File: config.mk
export PLATFORM = sky130hd
export DESIGN_NAME = snake_body_ctrl
export DESIGN_NICKNAME = d
export VERILOG_FILES = /design/src/rtl/snake_pkg.sv /design/src/rtl/snake_next_head.sv /design/src/rtl/snake_body_ctrl.sv
export SDC_FILE = /design/constraint.sdc
export NUM_CORES = 1
export LEC_CHECK = 0
export CAP_MARGIN = 20
export CORE_ASPECT_RATIO = 2
export CORE_MARGIN = 2
export CORE_UTILIZATION = 59
export CTS_BUF_LIST = sky130_fd_sc_hd__clkbuf_8
export CTS_CLUSTER_SIZE = 12
export DETAILED_ROUTE_END_ITERATION = 10
export PLACE_DENSITY = 0.83
export SLEW_MARGIN = 5
export SYNTH_ARGS = -nofsm -noshare
export SYNTH_HDL_FRONTEND = slang
export SYNTH_SLANG_ARGS = --single-unit
File: constraint.sdc
create_clock -name i_clk -period 2.5 [get_ports i_clk]
set_input_delay 0.625 -clock i_clk [delete_from_list [all_inputs] [get_ports i_clk]]
set_output_delay 0.625 -clock i_clk [all_outputs]
set_load 0.03 [all_outputs]
File: src/rtl/snake_pkg.sv
// Shared definitions for the snake body controller: headings, FSM states,
// {x,y} word packing and the reverse-heading helper.
package snake_pkg;

  localparam logic [1:0] DIR_UP    = 2'd0;
  localparam logic [1:0] DIR_RIGHT = 2'd1;
  localparam logic [1:0] DIR_DOWN  = 2'd2;
  localparam logic [1:0] DIR_LEFT  = 2'd3;

  typedef enum logic [2:0] {
    ST_INIT  = 3'd0,
    ST_IDLE  = 3'd1,
    ST_SCAN  = 3'd2,
    ST_DRAIN = 3'd3,
    ST_WRITE = 3'd4,
    ST_DEAD  = 3'd5
  } state_e;

  // Words are {x,y} with y in the low y_w bits; callers size-cast the result.
  function automatic logic [31:0] pack_xy(input logic [31:0] x, input logic [31:0] y,
                                          input int unsigned y_w);
    return (x << y_w) | y;
  endfunction

  function automatic logic [31:0] unpack_x(input logic [31:0] word, input int unsigned y_w);
    return word >> y_w;
  endfunction

  function automatic logic [31:0] unpack_y(input logic [31:0] word, input int unsigned y_w);
    return word & ((32'd1 << y_w) - 32'd1);
  endfunction

  // Up<->down and right<->left differ only in bit 1 of the encoding.
  function automatic logic [1:0] reverse_dir(input logic [1:0] dir);
    return dir ^ 2'b10;
  endfunction

endpackage

File: src/rtl/snake_next_head.sv
// Combinational next-head calculator: filters reversals and wraps at the
// grid edges.
module snake_next_head
  import snake_pkg::*;
#(
  parameter int X_W    = 6,
  parameter int Y_W    = 5,
  parameter int GRID_W = 40,
  parameter int GRID_H = 30
) (
  input  logic [X_W-1:0] head_x_i,
  input  logic [Y_W-1:0] head_y_i,
  input  logic [1:0]     cur_dir_i,
  input  logic [1:0]     req_dir_i,
  output logic [1:0]     eff_dir_o,
  output logic [X_W-1:0] next_x_o,
  output logic [Y_W-1:0] next_y_o
);

  localparam logic [X_W-1:0] X_MAX = X_W'(GRID_W - 1);
  localparam logic [Y_W-1:0] Y_MAX = Y_W'(GRID_H - 1);

  // Effective heading and wrapped head position one cell ahead.
  always_comb begin
    if (req_dir_i == reverse_dir(cur_dir_i)) begin
      eff_dir_o = cur_dir_i;
    end else begin
      eff_dir_o = req_dir_i;
    end
    next_x_o = head_x_i;
    next_y_o = head_y_i;
    case (eff_dir_o)
      DIR_UP: begin
        if (head_y_i == Y_W'(0)) next_y_o = Y_MAX;
        else next_y_o = head_y_i - Y_W'(1);
      end
      DIR_RIGHT: begin
        if (head_x_i == X_MAX) next_x_o = X_W'(0);
        else next_x_o = head_x_i + X_W'(1);
      end
      DIR_DOWN: begin
        if (head_y_i == Y_MAX) next_y_o = Y_W'(0);
        else next_y_o = head_y_i + Y_W'(1);
      end
      DIR_LEFT: begin
        if (head_x_i == X_W'(0)) next_x_o = X_MAX;
        else next_x_o = head_x_i - X_W'(1);
      end
      default: begin
        next_x_o = head_x_i;
        next_y_o = head_y_i;
      end
    endcase
  end

endmodule

File: src/rtl/snake_body_ctrl.sv
// Snake body owner: keeps the body as a ring buffer in a single-port sram,
// scans it for self-collision on every tick and commits the new head.
module snake_body_ctrl
  import snake_pkg::*;
#(
  parameter int ADDR_WIDTH = 8,
  parameter int X_W        = 6,
  parameter int Y_W        = 5,
  parameter int GRID_W     = 40,
  parameter int GRID_H     = 30,
  parameter int INIT_LEN   = 3,
  parameter int INIT_X     = 20,
  parameter int INIT_Y     = 15
) (
  input  logic                  i_clk,
  input  logic                  rst_n,
  input  logic                  i_tick,
  input  logic [1:0]            i_dir,
  input  logic                  i_grow,
  input  logic                  i_restart,
  output logic [ADDR_WIDTH-1:0] o_addr,
  output logic                  o_write,
  output logic [X_W+Y_W-1:0]    o_wdata,
  input  logic [X_W+Y_W-1:0]    i_rdata,
  output logic [X_W-1:0]        o_head_x,
  output logic [Y_W-1:0]        o_head_y,
  output logic [1:0]            o_dir,
  output logic [ADDR_WIDTH:0]   o_len,
  output logic                  o_busy,
  output logic                  o_step_done,
  output logic                  o_dead
);

  localparam int DW = X_W + Y_W;
  localparam int AW = ADDR_WIDTH;
  localparam int LW = ADDR_WIDTH + 1;
  localparam logic [LW-1:0] DEPTH_L = {1'b1, {ADDR_WIDTH{1'b0}}};

  state_e          state_q, state_d;
  logic [AW-1:0]   addr_q, addr_d;
  logic            write_q, write_d;
  logic [DW-1:0]   wdata_q, wdata_d;
  logic [X_W-1:0]  head_x_q, head_x_d;
  logic [Y_W-1:0]  head_y_q, head_y_d;
  logic [1:0]      dir_q, dir_d;
  logic [LW-1:0]   len_q, len_d;
  logic            step_done_q, step_done_d;
  logic            dead_q, dead_d;
  logic [AW-1:0]   tail_q, tail_d;
  logic [AW-1:0]   hptr_q, hptr_d;
  logic [X_W-1:0]  nx_q, nx_d;
  logic [Y_W-1:0]  ny_q, ny_d;
  logic [1:0]      ndir_q, ndir_d;
  logic            grow_q, grow_d;
  logic            hit_q, hit_d;
  logic            rvalid_q, rvalid_d;
  // Shared counter: init write index in INIT, reads still to issue in SCAN.
  logic [LW-1:0]   cnt_q, cnt_d;

  logic [1:0]      eff_dir_s;
  logic [X_W-1:0]  nx_s;
  logic [Y_W-1:0]  ny_s;
  logic            grow_eff_s;
  logic [DW-1:0]   cand_s;
  logic [X_W-1:0]  init_x_s;
  logic [DW-1:0]   init_word_s;
  logic            hit_now_s;

  snake_next_head #(
    .X_W    (X_W),
    .Y_W    (Y_W),
    .GRID_W (GRID_W),
    .GRID_H (GRID_H)
  ) u_next_head (
    .head_x_i  (head_x_q),
    .head_y_i  (head_y_q),
    .cur_dir_i (dir_q),
    .req_dir_i (i_dir),
    .eff_dir_o (eff_dir_s),
    .next_x_o  (nx_s),
    .next_y_o  (ny_s)
  );

  assign grow_eff_s  = i_grow && (len_q != DEPTH_L);
  assign cand_s      = DW'(pack_xy(32'(nx_q), 32'(ny_q), Y_W));
  assign init_x_s    = X_W'(INIT_X - INIT_LEN + 1) + X_W'(cnt_q);
  assign init_word_s = DW'(pack_xy(32'(init_x_s), 32'(INIT_Y), Y_W));
  // Read data returned this cycle belongs to an address issued during SCAN.
  assign hit_now_s   = rvalid_q && (i_rdata == cand_s);

  // Next-state logic for the body FSM and every output register.
  always_comb begin
    state_d     = state_q;
    addr_d      = addr_q;
    write_d     = 1'b0;
    wdata_d     = wdata_q;
    head_x_d    = head_x_q;
    head_y_d    = head_y_q;
    dir_d       = dir_q;
    len_d       = len_q;
    step_done_d = 1'b0;
    dead_d      = dead_q;
    tail_d      = tail_q;
    hptr_d      = hptr_q;
    nx_d        = nx_q;
    ny_d        = ny_q;
    ndir_d      = ndir_q;
    grow_d      = grow_q;
    hit_d       = hit_q | hit_now_s;
    rvalid_d    = (state_q == ST_SCAN);
    cnt_d       = cnt_q;

    if (i_restart) begin
      state_d = ST_INIT;
      cnt_d   = LW'(0);
      dead_d  = 1'b0;
    end else begin
      case (state_q)
        ST_INIT: begin
          if (cnt_q < LW'(INIT_LEN)) begin
            addr_d  = AW'(cnt_q);
            write_d = 1'b1;
            wdata_d = init_word_s;
            cnt_d   = cnt_q + LW'(1);
          end else begin
            state_d  = ST_IDLE;
            len_d    = LW'(INIT_LEN);
            tail_d   = AW'(0);
            hptr_d   = AW'(INIT_LEN - 1);
            dir_d    = DIR_RIGHT;
            dead_d   = 1'b0;
            head_x_d = X_W'(INIT_X);
            head_y_d = Y_W'(INIT_Y);
          end
        end
        ST_IDLE: begin
          if (i_tick) begin
            state_d = ST_SCAN;
            grow_d  = grow_eff_s;
            ndir_d  = eff_dir_s;
            nx_d    = nx_s;
            ny_d    = ny_s;
            hit_d   = 1'b0;
            // The vacating tail cell is not an obstacle unless the snake grows.
            if (grow_eff_s) begin
              cnt_d  = len_q;
              addr_d = tail_q;
            end else begin
              cnt_d  = len_q - LW'(1);
              addr_d = tail_q + AW'(1);
            end
          end else begin
            state_d = ST_IDLE;
          end
        end
        ST_SCAN: begin
          if (cnt_q == LW'(1)) begin
            state_d = ST_DRAIN;
          end else begin
            addr_d = addr_q + AW'(1);
            cnt_d  = cnt_q - LW'(1);
          end
        end
        ST_DRAIN: begin
          if (hit_d) begin
            state_d     = ST_DEAD;
            dead_d      = 1'b1;
            step_done_d = 1'b1;
          end else begin
            state_d = ST_WRITE;
            write_d = 1'b1;
            addr_d  = hptr_q + AW'(1);
            wdata_d = cand_s;
          end
        end
        ST_WRITE: begin
          state_d     = ST_IDLE;
          hptr_d      = hptr_q + AW'(1);
          head_x_d    = nx_q;
          head_y_d    = ny_q;
          dir_d       = ndir_q;
          step_done_d = 1'b1;
          if (grow_q) begin
            len_d = len_q + LW'(1);
          end else begin
            tail_d = tail_q + AW'(1);
          end
        end
        ST_DEAD: begin
          state_d = ST_DEAD;
        end
        default: begin
          state_d = ST_INIT;
          cnt_d   = LW'(0);
        end
      endcase
    end
  end

  // State and output registers with asynchronous active-low reset.
  always_ff @(posedge i_clk or negedge rst_n) begin
    if (!rst_n) begin
      state_q     <= ST_INIT;
      addr_q      <= AW'(0);
      write_q     <= 1'b0;
      wdata_q     <= DW'(0);
      head_x_q    <= X_W'(INIT_X);
      head_y_q    <= Y_W'(INIT_Y);
      dir_q       <= DIR_RIGHT;
      len_q       <= LW'(0);
      step_done_q <= 1'b0;
      dead_q      <= 1'b0;
      tail_q      <= AW'(0);
      hptr_q      <= AW'(0);
      nx_q        <= X_W'(0);
      ny_q        <= Y_W'(0);
      ndir_q      <= DIR_RIGHT;
      grow_q      <= 1'b0;
      hit_q       <= 1'b0;
      rvalid_q    <= 1'b0;
      cnt_q       <= LW'(0);
    end else begin
      state_q     <= state_d;
      addr_q      <= addr_d;
      write_q     <= write_d;
      wdata_q     <= wdata_d;
      head_x_q    <= head_x_d;
      head_y_q    <= head_y_d;
      dir_q       <= dir_d;
      len_q       <= len_d;
      step_done_q <= step_done_d;
      dead_q      <= dead_d;
      tail_q      <= tail_d;
      hptr_q      <= hptr_d;
      nx_q        <= nx_d;
      ny_q        <= ny_d;
      ndir_q      <= ndir_d;
      grow_q      <= grow_d;
      hit_q       <= hit_d;
      rvalid_q    <= rvalid_d;
      cnt_q       <= cnt_d;
    end
  end

  assign o_addr      = addr_q;
  assign o_write     = write_q;
  assign o_wdata     = wdata_q;
  assign o_head_x    = head_x_q;
  assign o_head_y    = head_y_q;
  assign o_dir       = dir_q;
  assign o_len       = len_q;
  assign o_step_done = step_done_q;
  assign o_dead      = dead_q;
  assign o_busy      = (state_q != ST_IDLE) && (state_q != ST_DEAD);

endmodule

Word-level counts from Yosys, hierarchy flattened --
Cells that the tools add are included.
Word-level totals: register bits 88, bits in latches 0, bits in writable memories 0, memory bits (read-only) 0, input bits 18, output and inout port bits 45, word-level logic and storage cells 143, memories kept 0
Operators by class: $add $sub $neg 12, multipliers 0, div/mod/pow operators 0, order comparisons 1, equal/unequal tests 30, shift operators 0, multiplexer cells 56, bitwise gates (word level) 4, reductions and logical operators 21
Operator list (number):
- 2-to-1 mux 8 bit | 8
- 2-to-1 mux 9 bit | 7
- case mux 9 bit (4 select lines) | 1
- case mux 8 bit (2 select lines) | 2
- case mux 8 bit (4 select lines) | 1
- adder 8 x 1 -> 8 bit (second input constant) | 3
- case mux 6 bit (2 select lines) | 2
- 2-to-1 mux 11 bit | 2
- case mux 11 bit (2 select lines) | 1
- case mux 5 bit (2 select lines) | 2
- adder 9 x 1 -> 9 bit (second input constant) | 2
- 2-to-1 mux 6 bit | 3
- inequality test 3 bit (second input constant) | 6
- case mux 3 bit (6 select lines) | 1
- case mux 9 bit (2 select lines) | 1
- subtractor 9 x 1 -> 9 bit (second input constant) | 2
- AND reduction 4 bit | 4
- 2-to-1 mux 5 bit | 3
- inequality test 2 bit (second input constant) | 7
- 2-to-1 mux 1 bit | 12
- == test 11 bit | 1
- bitwise OR 11 x 5 -> 11 bit | 1
- == test 9 x 1 -> 1 bit (second input constant) | 1
- < comparator 9 x 2 -> 1 bit (second input constant) | 1
- other kinds (35) | 50

Depth between registers and ports, before layout --
depth after elaboration 7, mapped depth 10, depth with buffers taken out 8

Hierarchy --
Synthesis repeated with hierarchy kept, for this count alone.
Unflattened totals: cells, all modules 691, area total of the unflattened synthesis 5688.0 um^2
By module, submodules not included:
- snake_body_ctrl | times used 1, cells an instance 601, area an instance 5124.9 um^2, sequential area each 2212.1 um^2
- snake_next_head | times used 1, cells an instance 90, area an instance 563.0 um^2, sequential area each 0.0 um^2

Worst setup path before layout --
Ideal clock, no wire load.
path kind reg2reg, start reg len_q[4] (netlist: o_len[4]), end reg addr_q[7] (netlist: o_addr[7]), library setup time 0.133 ns, arrival time 2.317 ns, required time 2.367 ns, path slack 0.051 ns, stages on the path, launching flop included 9, buffers on the path 2, clock period less this slack 2.449 ns, cell sequence dfrtp_1 buf_6 or4_4 o41ai_4 buf_6 nand4_1 xnor2_1 a22oi_1 o21ai_1
On the way: longest elaborated chain between the ends 5
RTL lines:
- from (decl) | line snake_body_ctrl.sv:46 | logic [LW-1:0] len_q, len_d;
- from (signal assigned) | line snake_body_ctrl.sv:230 | len_q <= len_d;
- inequality test 9 bit | line snake_body_ctrl.sv:84 | assign grow_eff_s = i_grow && (len_q != DEPTH_L);
- logical AND 1 bit | line snake_body_ctrl.sv:84
- 2-to-1 mux 8 bit | line snake_body_ctrl.sv:145 | if (grow_eff_s) begin
- 2-to-1 mux 8 bit | line snake_body_ctrl.sv:137 | if (i_tick) begin
- case mux 8 bit (4 select lines) | line snake_body_ctrl.sv:118 | case (state_q)
- to (signal assigned) | line snake_body_ctrl.sv:224 | addr_q <= addr_d;
- to (decl) | line snake_body_ctrl.sv:40 | logic [AW-1:0] addr_q, addr_d;
Every way passes these cells. The select of a mux whose other input is x is not followed. A chain may end at the register's enable or synchronous reset.

Worst setup path after layout --
start reg head_y_q[3] (netlist: o_head_y[3]), end out o_head_y[3]
RTL lines:
- from (decl) | line snake_body_ctrl.sv:44 | logic [Y_W-1:0] head_y_q, head_y_d;
- from (signal assigned) | line snake_body_ctrl.sv:208 | head_y_q <= Y_W'(INIT_Y);
- from (signal assigned) | line snake_body_ctrl.sv:228 | head_y_q <= head_y_d;
- to (decl) | line snake_body_ctrl.sv:26 | output logic [Y_W-1:0] o_head_y,
No word-level cell between the ends.

==> results.toml <==
[status]
status = "finished, final reports clean"

[die]
fp.dieW_um = 72.8
ios = 63
die_h_um = 142
core-area_um2 = 9260
core.rowCount = 50
dieArea_um2 = 10300
start_util_pct = 60.4

[routing]
first_iter_violations = 368
wl_per_cell_um = 19.0
first_pass_iters = 8
num_vias = 5323
vias_per_cell = 6.33
routed_wl_um = 16000
drc = 0
antenna_left = 0

[place]
portBuffers = 62
gp_congestion = 0.936
place_ws_ns = -0.0563
dpl.hpwl_um = 12300
placed_cells = 825

[sta]
layout_setup_ws_ns = 0.129
relSlewSlack_pct = 54.7
finalSetupViolations = 0
timing.hold.ws_ns = 0.0876
slew_viol_final = 0
skew_ns = 0.0160
worst_pin_slew_ns = 0.671
period_needed_ns = 2.37
fin_crit_sh_pct = 94.8
rsz0062_at_grt = "false"
finalHoldViolCount = 0
clock.fmax_mhz = 422

[synthesis]
synthMuxAreaShare_pct = 2.26
synth_edf_count = 0
synth-async-reset-ratio_pct = 100
ys_types = 65
synth_seq_area_share_pct = 39.6
synth_flop_cell = "dfrtp_1"
yosys_warnings = 0
synth_area_per_cell_um2 = 8.55
synth_xor_area_share_pct = 9.09
synth-compound-area-share_pct = 20.2
synth_top_family_by_area = "simple AND/OR/NAND/NOR gates"
ys_ff_latch = 88
netlist_area_um2 = 5590
synth_area_leader_cell = "dfrtp_1"
synthCells = 654
synth_top_cell_area_share_pct = 35.8
synthAdderAreaFrac_pct = 3.81
yosys.area_share.simple_pct = 20.4
syn-num-nets = 689
synth_area_leaders = "dfrtp_1, o21ai_0, nand2_1"

[run]
maxCapViolations = 0

[clocking]
h-tree-depth = 3
path_clk_slew_ns = 0.09
hold_buffers = 0
numCtsBuffers = 9
cts.sinks = 88
cts_tree = "done"
cts_root_buffer = "clkbuf_8"
ctsResizeCount = 1
clockBufferDepth = 2
clkLatencyLatePin_ns = 0.38
post_cts_buffers = 0

[layout]
nets = 767
syn2layout_area_growth_pct = 20.1
n_fill_cell = 733
drive_gt1_share_pct = 11.9
layout_common_cells = "nand2_1, dfrtp_1, o21ai_0"
n_antenna_cell = 0
instances_no_fill = 841
layout_commonest_cell = "nand2_1"

[grt]
antenna_found_initial = 0
grt_start_max_net_pins = 47
grt_overflow_total = 0
grt_util_all_layers_pct = 32.7
grt_pass1_wl_um = 26000
grt_pass1_vias = 5434

[hold_path]
hold_path.class = "in2async"

[setup_path]
cpPeakStageDelay_ns = 0.71
cp.buffers_inverters = 1
crit_type = "reg2out"
crit_family = "buffers and inverters"
start_kind = "flop"
critPathRequiredTime_ns = 1.88
end_kind = "output port"
path_max_fanout = 10
crit_slowest_cell = "clkdlybuf4s50_1"
cp_cell_sequence = "clkdlybuf4s50_1"
cp.arrival_ns = 1.75

[power_and_ir_drop]
fin_total_pwr_mw = 7.02
powerDensity_nw_per_um2 = 1050
ir_drop_v = 0.000588
cellLeakagePower_nw = 2.94
metrics by stage:
stage                     utilization (%)  cell area, um2   TNS, ns
after detailed placement             70.6            6540    -0.111
after CTS                            72.5            6710         0
after global routing                 72.5            6710         0
final                                72.5            6710         0
after floorplan                         -            5590         0
after global placement               70.6            6540  -0.00286
registers in the layout, summed over array words and instances (netlist names):
register / count
o_head_x: 6
o_addr: 8
o_dead: 1
hptr_q: 8
grow_q: 1
o_dir: 2
state_q: 3
cnt_q: 9
o_step_done: 1
rvalid_q: 1
o_write: 1
ny_q: 5
o_head_y: 5
o_len: 9
tail_q: 8
o_wdata: 11
ndir_q: 2
hit_q: 1
nx_q: 6
routing by layer:
metal	up-vias	routed length [um]	track usage, %
met5	-	0	0
met4	0	1220	26.6
met3	90	696	4.19
met2	238	8440	57.2
met1	2532	5660	33.2
li1	2463	-	-
report_power, final:
part           leakage, nW  internal, mW  switching (mW)
Sequential            1.12          1.81           0.527
Combinational         1.73          1.60            2.18
Clock               0.0912         0.363           0.536
cell families (layout without fill, tap and decap cells):
group	after synthesis	count (layout)
AOI/OAI and AO/OA	179	179
and+or+nand+nor	236	236
xor gates and xnor gates	58	58
DFF	88	88
muxes	12	12
adders and majority gates	17	17
buffers and inverters	64	147
cell usage after synthesis (all sizes together), types with 6 or more instances:
library cell	number
a31oi	11
buf	6
a22oi	6
inv	22
o31ai	6
nor2	62
dfrtp	80
o21ai	74
mux2i	7
a22o	9
xor2	27
dfstp	8
nor2b	6
and3	8
xnor2	31
nor3	15
nand3	19
a21oi	28
nand4	11
clkbuf	36
nand2	81
ha	17
o22ai	12
final timing paths:
kind                              from           to  slack, ns  depth (start not counted)
max                        o_head_y[3]  o_head_y[3]       0.13                          1
min                              rst_n      o_write       0.09                          1
max reg2reg                   o_len[4]     cnt_q[2]       0.14                          7
min reg2reg                  ndir_q[0]    ndir_q[0]       0.46                          2
max in group asynchronous        rst_n     o_len[1]       1.79                          2
min in group i_clk           ndir_q[0]    ndir_q[0]       0.46                          2
final cells by class:
| class | instances | area (um2) | share of cell area, % |
|---|---|---|---|
| clock buffers | 9 | 124 | 1.85 |
| clock inverters | 7 | 47.5 | 0.709 |
| inverters | 22 | 82.6 | 1.23 |
| multi-input cells | 502 | 3120 | 46.5 |
| flip-flops and latches | 88 | 2210 | 33.0 |
| well taps | 104 | 130 | 1.94 |
| repair buffers | 109 | 995 | 14.8 |
Note: power is estimated with default switching activity, not from simulation.
